$ cat src/rtl/dram_ctrl_if.sv
// Request/response bus between the system-side bus slave wrapper and the
// DRAM controller. The master issues one word request at a time and the
// slave (dram_ctrl) returns a single-cycle completion pulse.
interface dram_ctrl_if;
  logic        req_valid;
  logic        req_ready;
  logic        req_write;
  logic [31:0] req_addr;
  logic [3:0]  req_wstrb;
  logic [31:0] req_wdata;
  logic        resp_valid;
  logic [31:0] resp_rdata;

  modport master (
    output req_valid, req_write, req_addr, req_wstrb, req_wdata,
    input  req_ready, resp_valid, resp_rdata
  );

  modport slave (
    input  req_valid, req_write, req_addr, req_wstrb, req_wdata,
    output req_ready, resp_valid, resp_rdata
  );
endinterface

$ cat src/rtl/dram_ctrl.sv
// Single-port DRAM controller: turns one-at-a-time word requests into
// ACT / CAS / PRE command sequences on the DRAM pins, with programmable
// T_RP, T_RCD and T_WR spacing (each 1..15, 4-bit counters).
// Optional feature: define DRAMC_OPEN_PAGE_EN to keep the row open after an
// access (row hit goes straight to CAS, row miss precharges first).
module dram_ctrl #(
  parameter int unsigned T_RP  = 5,
  parameter int unsigned T_RCD = 5,
  parameter int unsigned T_WR  = 5
) (
  input  logic              clk,
  input  logic              rst,
  dram_ctrl_if.slave        bus,
  output logic              DRAM_CSn,
  output logic              DRAM_RASn,
  output logic              DRAM_CASn,
  output logic [3:0]        DRAM_WEn,
  output logic [10:0]       DRAM_A,
  output logic [31:0]       DRAM_D,
  input  logic [31:0]       DRAM_Q,
  input  logic              DRAM_valid
);

  typedef enum logic [3:0] {
    IDLE, PRE, PRE_WAIT, ACT, RCD_WAIT, COL, RD_WAIT, RESP, WR_WAIT
  } state_t;

`ifdef DRAMC_OPEN_PAGE_EN
  localparam state_t AFTER_ACCESS = IDLE;
`else
  localparam state_t AFTER_ACCESS = PRE;
`endif

  state_t      state, state_next;
  logic [3:0]  cnt, cnt_next;
  logic        pend;
  logic        accept;

  logic        lat_write;
  logic [10:0] lat_row;
  logic [9:0]  lat_col;
  logic [3:0]  lat_wstrb;
  logic [31:0] lat_wdata;

  logic        cur_write;
  logic [10:0] cur_row;
  logic [9:0]  cur_col;
  logic [3:0]  cur_wstrb;
  logic [31:0] cur_wdata;

  logic        unused_addr_bits;
  assign unused_addr_bits = ^{bus.req_addr[31:23], bus.req_addr[1:0]};

  assign accept = (state == IDLE) && bus.req_ready && bus.req_valid;

  // The first command is issued on the accept edge, before the request
  // registers are loaded, so in IDLE the bus fields are used directly.
  always_comb begin
    cur_write = lat_write;
    cur_row   = lat_row;
    cur_col   = lat_col;
    cur_wstrb = lat_wstrb;
    cur_wdata = lat_wdata;
    if (state == IDLE) begin
      cur_write = bus.req_write;
      cur_row   = bus.req_addr[22:12];
      cur_col   = bus.req_addr[11:2];
      cur_wstrb = bus.req_wstrb;
      cur_wdata = bus.req_wdata;
    end
  end

`ifdef DRAMC_OPEN_PAGE_EN
  logic        page_open;
  logic [10:0] open_row;

  // Track which row the device currently has open.
  always_ff @(posedge clk) begin
    if (rst) begin
      page_open <= 1'b0;
      open_row  <= '0;
    end else if (state == ACT) begin
      page_open <= 1'b1;
      open_row  <= lat_row;
    end else if (state == PRE) begin
      page_open <= 1'b0;
    end
  end
`endif

  // Request capture; pend marks a request that has not yet responded, so
  // the end of precharge knows whether to activate or return to IDLE.
  always_ff @(posedge clk) begin
    if (rst) begin
      pend      <= 1'b0;
      lat_write <= 1'b0;
      lat_row   <= '0;
      lat_col   <= '0;
      lat_wstrb <= '0;
      lat_wdata <= '0;
    end else begin
      if (accept) begin
        pend      <= 1'b1;
        lat_write <= bus.req_write;
        lat_row   <= bus.req_addr[22:12];
        lat_col   <= bus.req_addr[11:2];
        lat_wstrb <= bus.req_wstrb;
        lat_wdata <= bus.req_wdata;
      end else if (state == RESP) begin
        pend <= 1'b0;
      end
    end
  end

  // State and wait-counter registers.
  always_ff @(posedge clk) begin
    if (rst) begin
      state <= IDLE;
      cnt   <= '0;
    end else begin
      state <= state_next;
      cnt   <= cnt_next;
    end
  end

  // Next-state and wait-counter logic.
  always_comb begin
    state_next = state;
    cnt_next   = cnt;
    unique case (state)
      IDLE: begin
        if (accept) begin
`ifdef DRAMC_OPEN_PAGE_EN
          if (page_open && (open_row == cur_row)) state_next = COL;
          else if (page_open)                     state_next = PRE;
          else                                    state_next = ACT;
`else
          state_next = ACT;
`endif
        end
      end
      PRE: begin
        if (T_RP > 1) begin
          state_next = PRE_WAIT;
          cnt_next   = 4'(T_RP - 1);
        end else begin
          state_next = pend ? ACT : IDLE;
        end
      end
      PRE_WAIT: begin
        if (cnt <= 4'd1) state_next = pend ? ACT : IDLE;
        else             cnt_next   = cnt - 4'd1;
      end
      ACT: begin
        if (T_RCD > 1) begin
          state_next = RCD_WAIT;
          cnt_next   = 4'(T_RCD - 1);
        end else begin
          state_next = COL;
        end
      end
      RCD_WAIT: begin
        if (cnt <= 4'd1) state_next = COL;
        else             cnt_next   = cnt - 4'd1;
      end
      COL: state_next = lat_write ? RESP : RD_WAIT;
      RD_WAIT: begin
        if (DRAM_valid) state_next = RESP;
      end
      // RESP is already one cycle past CAS, so WR_WAIT covers the remaining
      // T_WR-2 cycles; short T_WR simply leaves straight from RESP.
      RESP: begin
        if (lat_write && (T_WR > 2)) begin
          state_next = WR_WAIT;
          cnt_next   = 4'(T_WR - 2);
        end else begin
          state_next = AFTER_ACCESS;
        end
      end
      WR_WAIT: begin
        if (cnt <= 4'd1) state_next = AFTER_ACCESS;
        else             cnt_next   = cnt - 4'd1;
      end
      default: state_next = IDLE;
    endcase
  end

  // Registered pin and bus outputs, decoded from the state being entered so
  // each command appears in the same cycle as its state.
  always_ff @(posedge clk) begin
    if (rst) begin
      DRAM_CSn       <= 1'b1;
      DRAM_RASn      <= 1'b1;
      DRAM_CASn      <= 1'b1;
      DRAM_WEn       <= '1;
      DRAM_A         <= '0;
      DRAM_D         <= '0;
      bus.req_ready  <= 1'b0;
      bus.resp_valid <= 1'b0;
      bus.resp_rdata <= '0;
    end else begin
      DRAM_CSn       <= (state_next == IDLE);
      DRAM_RASn      <= !((state_next == PRE) || (state_next == ACT));
      DRAM_CASn      <= !(state_next == COL);
      bus.req_ready  <= (state_next == IDLE);
      bus.resp_valid <= (state_next == RESP);
      DRAM_WEn       <= '1;
      if (state_next == PRE)
        DRAM_WEn <= '0;
      else if ((state_next == COL) && cur_write)
        DRAM_WEn <= ~cur_wstrb;
      if (state_next == ACT)
        DRAM_A <= cur_row;
      else if (state_next == COL)
        DRAM_A <= {1'b0, cur_col};
      if ((state_next == COL) && cur_write)
        DRAM_D <= cur_wdata;
      if ((state == RD_WAIT) && DRAM_valid)
        bus.resp_rdata <= DRAM_Q;
    end
  end

endmodule
$ cat src/flat_wrapper.sv
// flat-port wrapper written by rule: the top's interface ports become plain ports
module dram_ctrl_flat 
#(
  parameter int unsigned T_RP  = 5,
  parameter int unsigned T_RCD = 5,
  parameter int unsigned T_WR  = 5
)
  (clk, rst, DRAM_CSn, DRAM_RASn, DRAM_CASn, DRAM_WEn, DRAM_A, DRAM_D, DRAM_Q, DRAM_valid, bus_req_valid, bus_req_write, bus_req_addr, bus_req_wstrb, bus_req_wdata, bus_req_ready, bus_resp_valid, bus_resp_rdata);
  dram_ctrl_if bus_i ();
  input  logic clk;
  input  logic rst;
  output logic DRAM_CSn;
  output logic DRAM_RASn;
  output logic DRAM_CASn;
  output logic [3:0] DRAM_WEn;
  output logic [10:0] DRAM_A;
  output logic [31:0] DRAM_D;
  input  logic [31:0] DRAM_Q;
  input  logic DRAM_valid;
  input wire logic [$bits(bus_i.req_valid)-1:0] bus_req_valid;
  input wire logic [$bits(bus_i.req_write)-1:0] bus_req_write;
  input wire logic [$bits(bus_i.req_addr)-1:0] bus_req_addr;
  input wire logic [$bits(bus_i.req_wstrb)-1:0] bus_req_wstrb;
  input wire logic [$bits(bus_i.req_wdata)-1:0] bus_req_wdata;
  output wire logic [$bits(bus_i.req_ready)-1:0] bus_req_ready;
  output wire logic [$bits(bus_i.resp_valid)-1:0] bus_resp_valid;
  output wire logic [$bits(bus_i.resp_rdata)-1:0] bus_resp_rdata;
  assign bus_i.req_valid = bus_req_valid;
  assign bus_i.req_write = bus_req_write;
  assign bus_i.req_addr = bus_req_addr;
  assign bus_i.req_wstrb = bus_req_wstrb;
  assign bus_i.req_wdata = bus_req_wdata;
  assign bus_req_ready = bus_i.req_ready;
  assign bus_resp_valid = bus_i.resp_valid;
  assign bus_resp_rdata = bus_i.resp_rdata;
  dram_ctrl #(.T_RP(T_RP), .T_RCD(T_RCD), .T_WR(T_WR)) u_core (.clk(clk), .rst(rst), .bus(bus_i), .DRAM_CSn(DRAM_CSn), .DRAM_RASn(DRAM_RASn), .DRAM_CASn(DRAM_CASn), .DRAM_WEn(DRAM_WEn), .DRAM_A(DRAM_A), .DRAM_D(DRAM_D), .DRAM_Q(DRAM_Q), .DRAM_valid(DRAM_valid));
endmodule
$ cat config.mk
export PLATFORM = sky130hd
export DESIGN_NAME = dram_ctrl_flat
export DESIGN_NICKNAME = d
export VERILOG_FILES = /design/src/rtl/dram_ctrl_if.sv /design/src/rtl/dram_ctrl.sv /design/src/flat_wrapper.sv
export SDC_FILE = /design/constraint.sdc
export NUM_CORES = 1
export LEC_CHECK = 0
export CAP_MARGIN = 20
export CELL_PAD_IN_SITES_DETAIL_PLACEMENT = 0
export CELL_PAD_IN_SITES_GLOBAL_PLACEMENT = 1
export CORE_MARGIN = 1
export CORE_UTILIZATION = 31
export DETAILED_ROUTE_END_ITERATION = 10
export PLACE_DENSITY = 0.83
export SYNTH_ARGS = -nofsm -noshare
export SYNTH_HDL_FRONTEND = slang
export SYNTH_SLANG_ARGS = --single-unit
$ cat constraint.sdc
create_clock -name clk -period 2.19 [get_ports clk]
set_input_delay 0.3285 -clock clk [delete_from_list [all_inputs] [get_ports clk]]
set_output_delay 0.3285 -clock clk [all_outputs]
set_load 0.03 [all_outputs]
After elaboration in Yosys (flattened, before gate mapping)
Index checks and enable logic that the tools add are counted.
{ "word_totals": {"in_bits": 105, "wordCells": 72, "reg_bits": 151, "output_inout_bits": 84} }
{ "classes": {"magnitude_cmp": 1, "n_addsub": 1, "n_mux": 23, "reduce_logical": 15, "bitwise": 1, "eq_ne": 14} }
{ "op_table": {"columns": ["cell", "n"], "rows": [
  ["4-bit two-way mux", 11],
  ["4-bit one-hot mux with 9 select lines", 1],
  ["11-bit two-way mux", 3],
  ["32-bit two-way mux", 1],
  ["4-bit by 3-bit == test with 1-bit output (second input constant)", 6],
  ["4-bit by 2-bit == test with 1-bit output (second input constant)", 3],
  ["4-bit one-hot mux with 3 select lines", 1],
  ["10-bit two-way mux", 1],
  ["4-bit by 1-bit == test with 1-bit output (second input constant)", 2],
  ["4-bit logical NOT", 2],
  ["4-bit == test (second input constant)", 1],
  ["4-bit by 1-bit less-or-equal comparator with 1-bit output (second input constant)", 1],
  ["1-bit logical AND", 4],
  ["1-bit two-way mux", 4],
  ["4-bit NOT", 1],
  ["2-bit nonzero test", 2],
  ["4-bit by 1-bit subtractor with 4-bit output (second input constant)", 1],
  ["3-bit AND reduction", 1],
  ["3-bit nonzero test", 1],
  ["3-bit OR reduction", 1],
  ["1-bit logical NOT", 2],
  ["2-bit two-way mux", 1],
  ["2-bit by 1-bit inequality test with 1-bit output (second input constant)", 1],
  ["2-bit inequality test (second input constant)", 1],
  ["other kinds (2)", 2]
]} }

Longest topological paths before layout
Gate-level depths: netlist of the first run.
{ "logic_depth": {"ltp_word": 9, "mapped_depth": 10, "depth_no_buf": 8} }

Worst setup path before layout of the first run
No wires, ideal clock.
{ "synth_timing": {"path_type": "reg2reg", "from": "register u_core.cnt[0]", "to": "register u_core.DRAM_A[1]", "n_path_buf": 2, "path_slack_ns": -0.125, "path_stages_with_launch": 11, "period_less_slack_ns": 2.315, "setup_time_ns": 0.079, "required_ns": 2.111, "arrival_ns": 2.236, "cell_sequence": "dfxtp_1 -> inv_1 -> ha_1 -> nor2_1 -> or3_1 -> o311ai_0 -> buf_2 -> buf_2 -> nand3_1 -> o2111a_1 -> nor3_1"} }
{ "synth_between": {"elab_chain_len": 5, "word_cells_on_any_way": 9, "classes_between": "order compare (1); eq/ne (2); mux (5); reduce/logical (1)"} }
{ "synth_rtl": {"columns": ["element", "line_no", "text"], "rows": [
  ["start, declared", "dram_ctrl.sv:35", "logic [3:0] cnt, cnt_next;"],
  ["start signal, assigned", "dram_ctrl.sv:122", "cnt <= cnt_next;"],
  ["4-bit by 1-bit less-or-equal comparator with 1-bit output *", "dram_ctrl.sv:151, dram_ctrl.sv:163, dram_ctrl.sv:181", null],
  ["4-bit two-way mux (on tied branches)", "dram_ctrl.sv:181, dram_ctrl.sv:151, dram_ctrl.sv:163", null],
  ["4-bit one-hot mux with 9 select lines *", "dram_ctrl.sv:130", "unique case (state)"],
  ["4-bit by 2-bit == test with 1-bit output / 4-bit by 3-bit == test with 1-bit output (equally long branches)", "dram_ctrl.sv:212, dram_ctrl.sv:214", null],
  ["11-bit two-way mux / 2-bit nonzero test (equally long branches)", null, null],
  ["end signal, assigned", "dram_ctrl.sv:213", "DRAM_A <= cur_row;"],
  ["end signal, assigned", "dram_ctrl.sv:215", "DRAM_A <= {1'b0, cur_col};"],
  ["end, declared", "dram_ctrl.sv:18", "output logic [10:0] DRAM_A,"]
]} }
Mark *: on every way between the ends. The rest lies on a longest branch, timed or not.
A chain may end at the register's enable or synchronous reset.

Final worst setup path of the first run
{ "layout_timing": {"from": "register u_core.cnt[0]", "to": "register u_core.DRAM_A[0]"} }
The elaborated chain is that of the path after synthesis.

==> impl_metrics.toml, run 1 <==
[outcome]
outcome = "finished clean"

[cts]
cts_buffers = 17
h-tree-depth = 4
cts_root_buffer = "clkbuf_16"
clk_pin_slew_ps = 60
cts_max_path_buffers = 2
cts_tree = "built"
cts.sinks = 151
cts_hold_buffers = 0
clkLatencyLatePin_ps = 420

[grt]
globalRouteTotalUtil_pct = 17.22
grt_pass1_vias = 5589
grt_max_degree = 99
grt_overflow = 0
grt_pass1_wl_um = 27710
antenna_found_initial = 1

[detailed_routing]
vias = 5956
postRouteWirelength_um = 17900
viasPerCell = 4.842
routedLengthMet1_um = 7918
drt_iter0_markers = 301
routed-wl-met2_um = 8414
wl_met3_um = 1334
highest_layer = "met5"
routedWlPerCell_um = 14.55
drt-pass1-iter-count = 5
ant_nets = 0
drc = 0

[sta]
whs_ps = 281.7
tightest_slew_ps = 569.0
rsz0062_at_grt = "true"
skew_ps = 10.15
fin_crit_ps = 2145
fin_ws_ps = 44.63
finalMaxSlewViolations = 0
slew_headroom_pct = 62.07
fmax_mhz = 466.1
setup_violations = 0
hold_violations = 0
fin_crit_sh_pct = 97.96

[placed_design]
postPlaceCellArea_um2 = 8561
portBuffers = 177
post-place-ws_ps = -117.7
gp_congestion = 0.8322
hpwl_um = 11290
dp_cells = 1187

[synthesis]
yosysTopAreaCell = "dfxtp_1"
synth-seq-cells = 151
muxShareOfSynthArea_pct = 4.344
syn_area_um2 = 6221
yosys_most_used_dff = "dfxtp_1"
synth_top_area_share_pct = 48.59
postSynthCellCount = 759
synth_fp_nets = 866
synth_xor_xnor_area_share_pct = 0.1408
ys_types = 49
synth_fa_ha_area_share_pct = 0.4023
synth_top_family_by_area = "simple AND/OR/NAND/NOR gates"
async_reset_ff_share_pct = 0
synth_area_leaders = "dfxtp_1, nand2_1, a21oi_1, mux2i_1, nor2_1"
synthSimpleGateAreaFrac_pct = 23.23
yosysMostFrequentCell = "nand2_1"
synth_compound_area_share_pct = 18.83
ys_seq_area_share_pct = 48.59
ys_top_cells_by_count = "nand2_1, dfxtp_1, a21oi_1"
synth.avg_cell_area_um2 = 8.196
synth_edf_count = 0
yosys_warnings = 0

[power]
p_per_area_nw_per_um2 = 1023
vdd_drop_max_v = 0.0005536
p_leak_nw = 3.407

[critical_path]
r2r_slack_ps = 40
cp-start-kind = "flip-flop"
crit_path_max_incr_delay_ps = 360
critPathSlowestCell = "dfxtp_4"
crit_arrival_ps = 2480
end_kind = "flip-flop"
critical_path_required_ps = 2530
path_class = "reg -> reg"
critPathMaxFanout = 5
path_cells = "inv_4 > ha_4 > nor2_4 > or3_4 > o311ai_4 > buf_12 > buf_4 > a21oi_4 > clkbuf_16 > o2111a_1 > nor3_1"

[finish]
finalNonFillerCells = 1230
diodes = 0
fillers = 1902
nets = 1060
fin_area_um2 = 9514
syn_to_final_growth_pct = 52.94
drive_gt1_share_pct = 14.92
utilization_pct = 48.57

[die]
fp.dieW_um = 143.7
num_rows = 51
die_h_um = 143.7
io_pins = 189
initial_core_util_pct = 31.76
core-area_um2 = 19590
fp.dieArea_um2 = 20640

[run]
cap_violations = 0

[worst_hold_path]
min_path_type = "in -> reg"
-- layer usage --
layer  up-vias  global-route usage (%)
met3        18                   6.465
met5         -                       0
met2       178                   28.36
met4         2                   5.039
met1      2788                   20.79
li1       2970                       -
-- cell type report --
cell class	count	area, um^2	area share, %
multi-input combinational	543	3102	32.60
sequential	151	3032	31.86
timing repair buffer	235	2431	25.55
clock buffer	19	442.9	4.655
tap	265	331.6	3.485
clock inverter	12	151.4	1.591
inverter	5	23.77	0.2499
-- report_power, final --
| group | switching [mW] | total, mW | internal [mW] |
|---|---|---|---|
| Clock | 1.17 | 2.98 | 1.82 |
| Sequential | 0.177 | 3.23 | 3.05 |
| Combinational | 1.89 | 3.52 | 1.63 |
-- sequential cells by signal (all words and copies together) (netlist names) --
signal	flops
u_core.DRAM_D	32
u_core.bus.resp_rdata	32
u_core.lat_wdata	32
u_core.DRAM_A	11
u_core.lat_row	11
u_core.lat_col	10
u_core.DRAM_WEn	4
u_core.cnt	4
u_core.lat_wstrb	4
u_core.state	4
u_core.DRAM_CASn	1
u_core.DRAM_CSn	1
u_core.DRAM_RASn	1
u_core.bus.req_ready	1
u_core.bus.resp_valid	1
u_core.lat_write	1
u_core.pend	1
-- cell families (layout without fill, tap and decap cells) --
group,Yosys count,count (layout)
AND/OR/NAND/NOR,348,348
AO/OA/AOI/OAI,165,165
flip-flops,151,151
buffers and inverters,65,271
multiplexers,27,27
adder cells (fa/ha/maj),2,2
XOR/XNOR,1,1
-- path summary, 6_finish.rpt --
| check | startpoint | endpoint | cells after the start |
|---|---|---|---|
| min reg2reg | u_core.lat_col[6]$_SDFFE_PP0P_ | u_core.lat_col[6]$_SDFFE_PP0P_ | 2 |
| min | rst | u_core.DRAM_WEn[3]$_SDFF_PP1_ | 3 |
| max reg2reg | u_core.cnt[0]$_SDFFE_PP0P_ | u_core.DRAM_A[0]$_SDFFE_PP0P_ | 11 |
| max | u_core.cnt[0]$_SDFFE_PP0P_ | u_core.DRAM_A[0]$_SDFFE_PP0P_ | 11 |
-- layout by cell type (no fill, tap or decap), types with 10 or more instances in the layout --
cell type	instances
nand2_1	234
clkdlybuf4s50_1	176
dfxtp_1	146
a21oi_1	98
nor2_1	57
buf_4	40
mux2i_1	25
clkbuf_16	21
a311oi_2	14
a211oi_2	10
-- worst max-delay path: cells and delay by family, from the launching register on --
kind,cells,cell delay [ps]
DFF,1,360
and+or+nand+nor,3,530
adders and majority gates,1,140
AOI/OAI and AO/OA,3,530
buffers and inverters,4,500
-- what timing repair did --
item	CTS	global route
setup endpoints to repair	20	44
gates resized for setup	5	33
pin swaps	2	7
gates cloned	1	4
setup buffers	2	5
-- through the flow --
step	total power [mW]	TNS, ps
floorplan	5.070	0
global placement	6.255	-516.6
detailed placement	6.277	-1609
CTS	9.325	0
global route	10.22	-302.5
finish	9.729	0
No activity file was read; power rests on OpenSTA's default activity.
==> inputs of run 2 (changes only) <==
--- a/config.mk
+++ b/config.mk
@@ -10,6 +10,7 @@
 export CELL_PAD_IN_SITES_GLOBAL_PLACEMENT = 1
 export CORE_MARGIN = 1
 export CORE_UTILIZATION = 31
+export CTS_CLUSTER_DIAMETER = 50
 export DETAILED_ROUTE_END_ITERATION = 10
 export PLACE_DENSITY = 0.83
 export SYNTH_ARGS = -nofsm -noshare
==> results of run 2 <==
The final DEF is identical to that of run 1; final timing and power are the same.
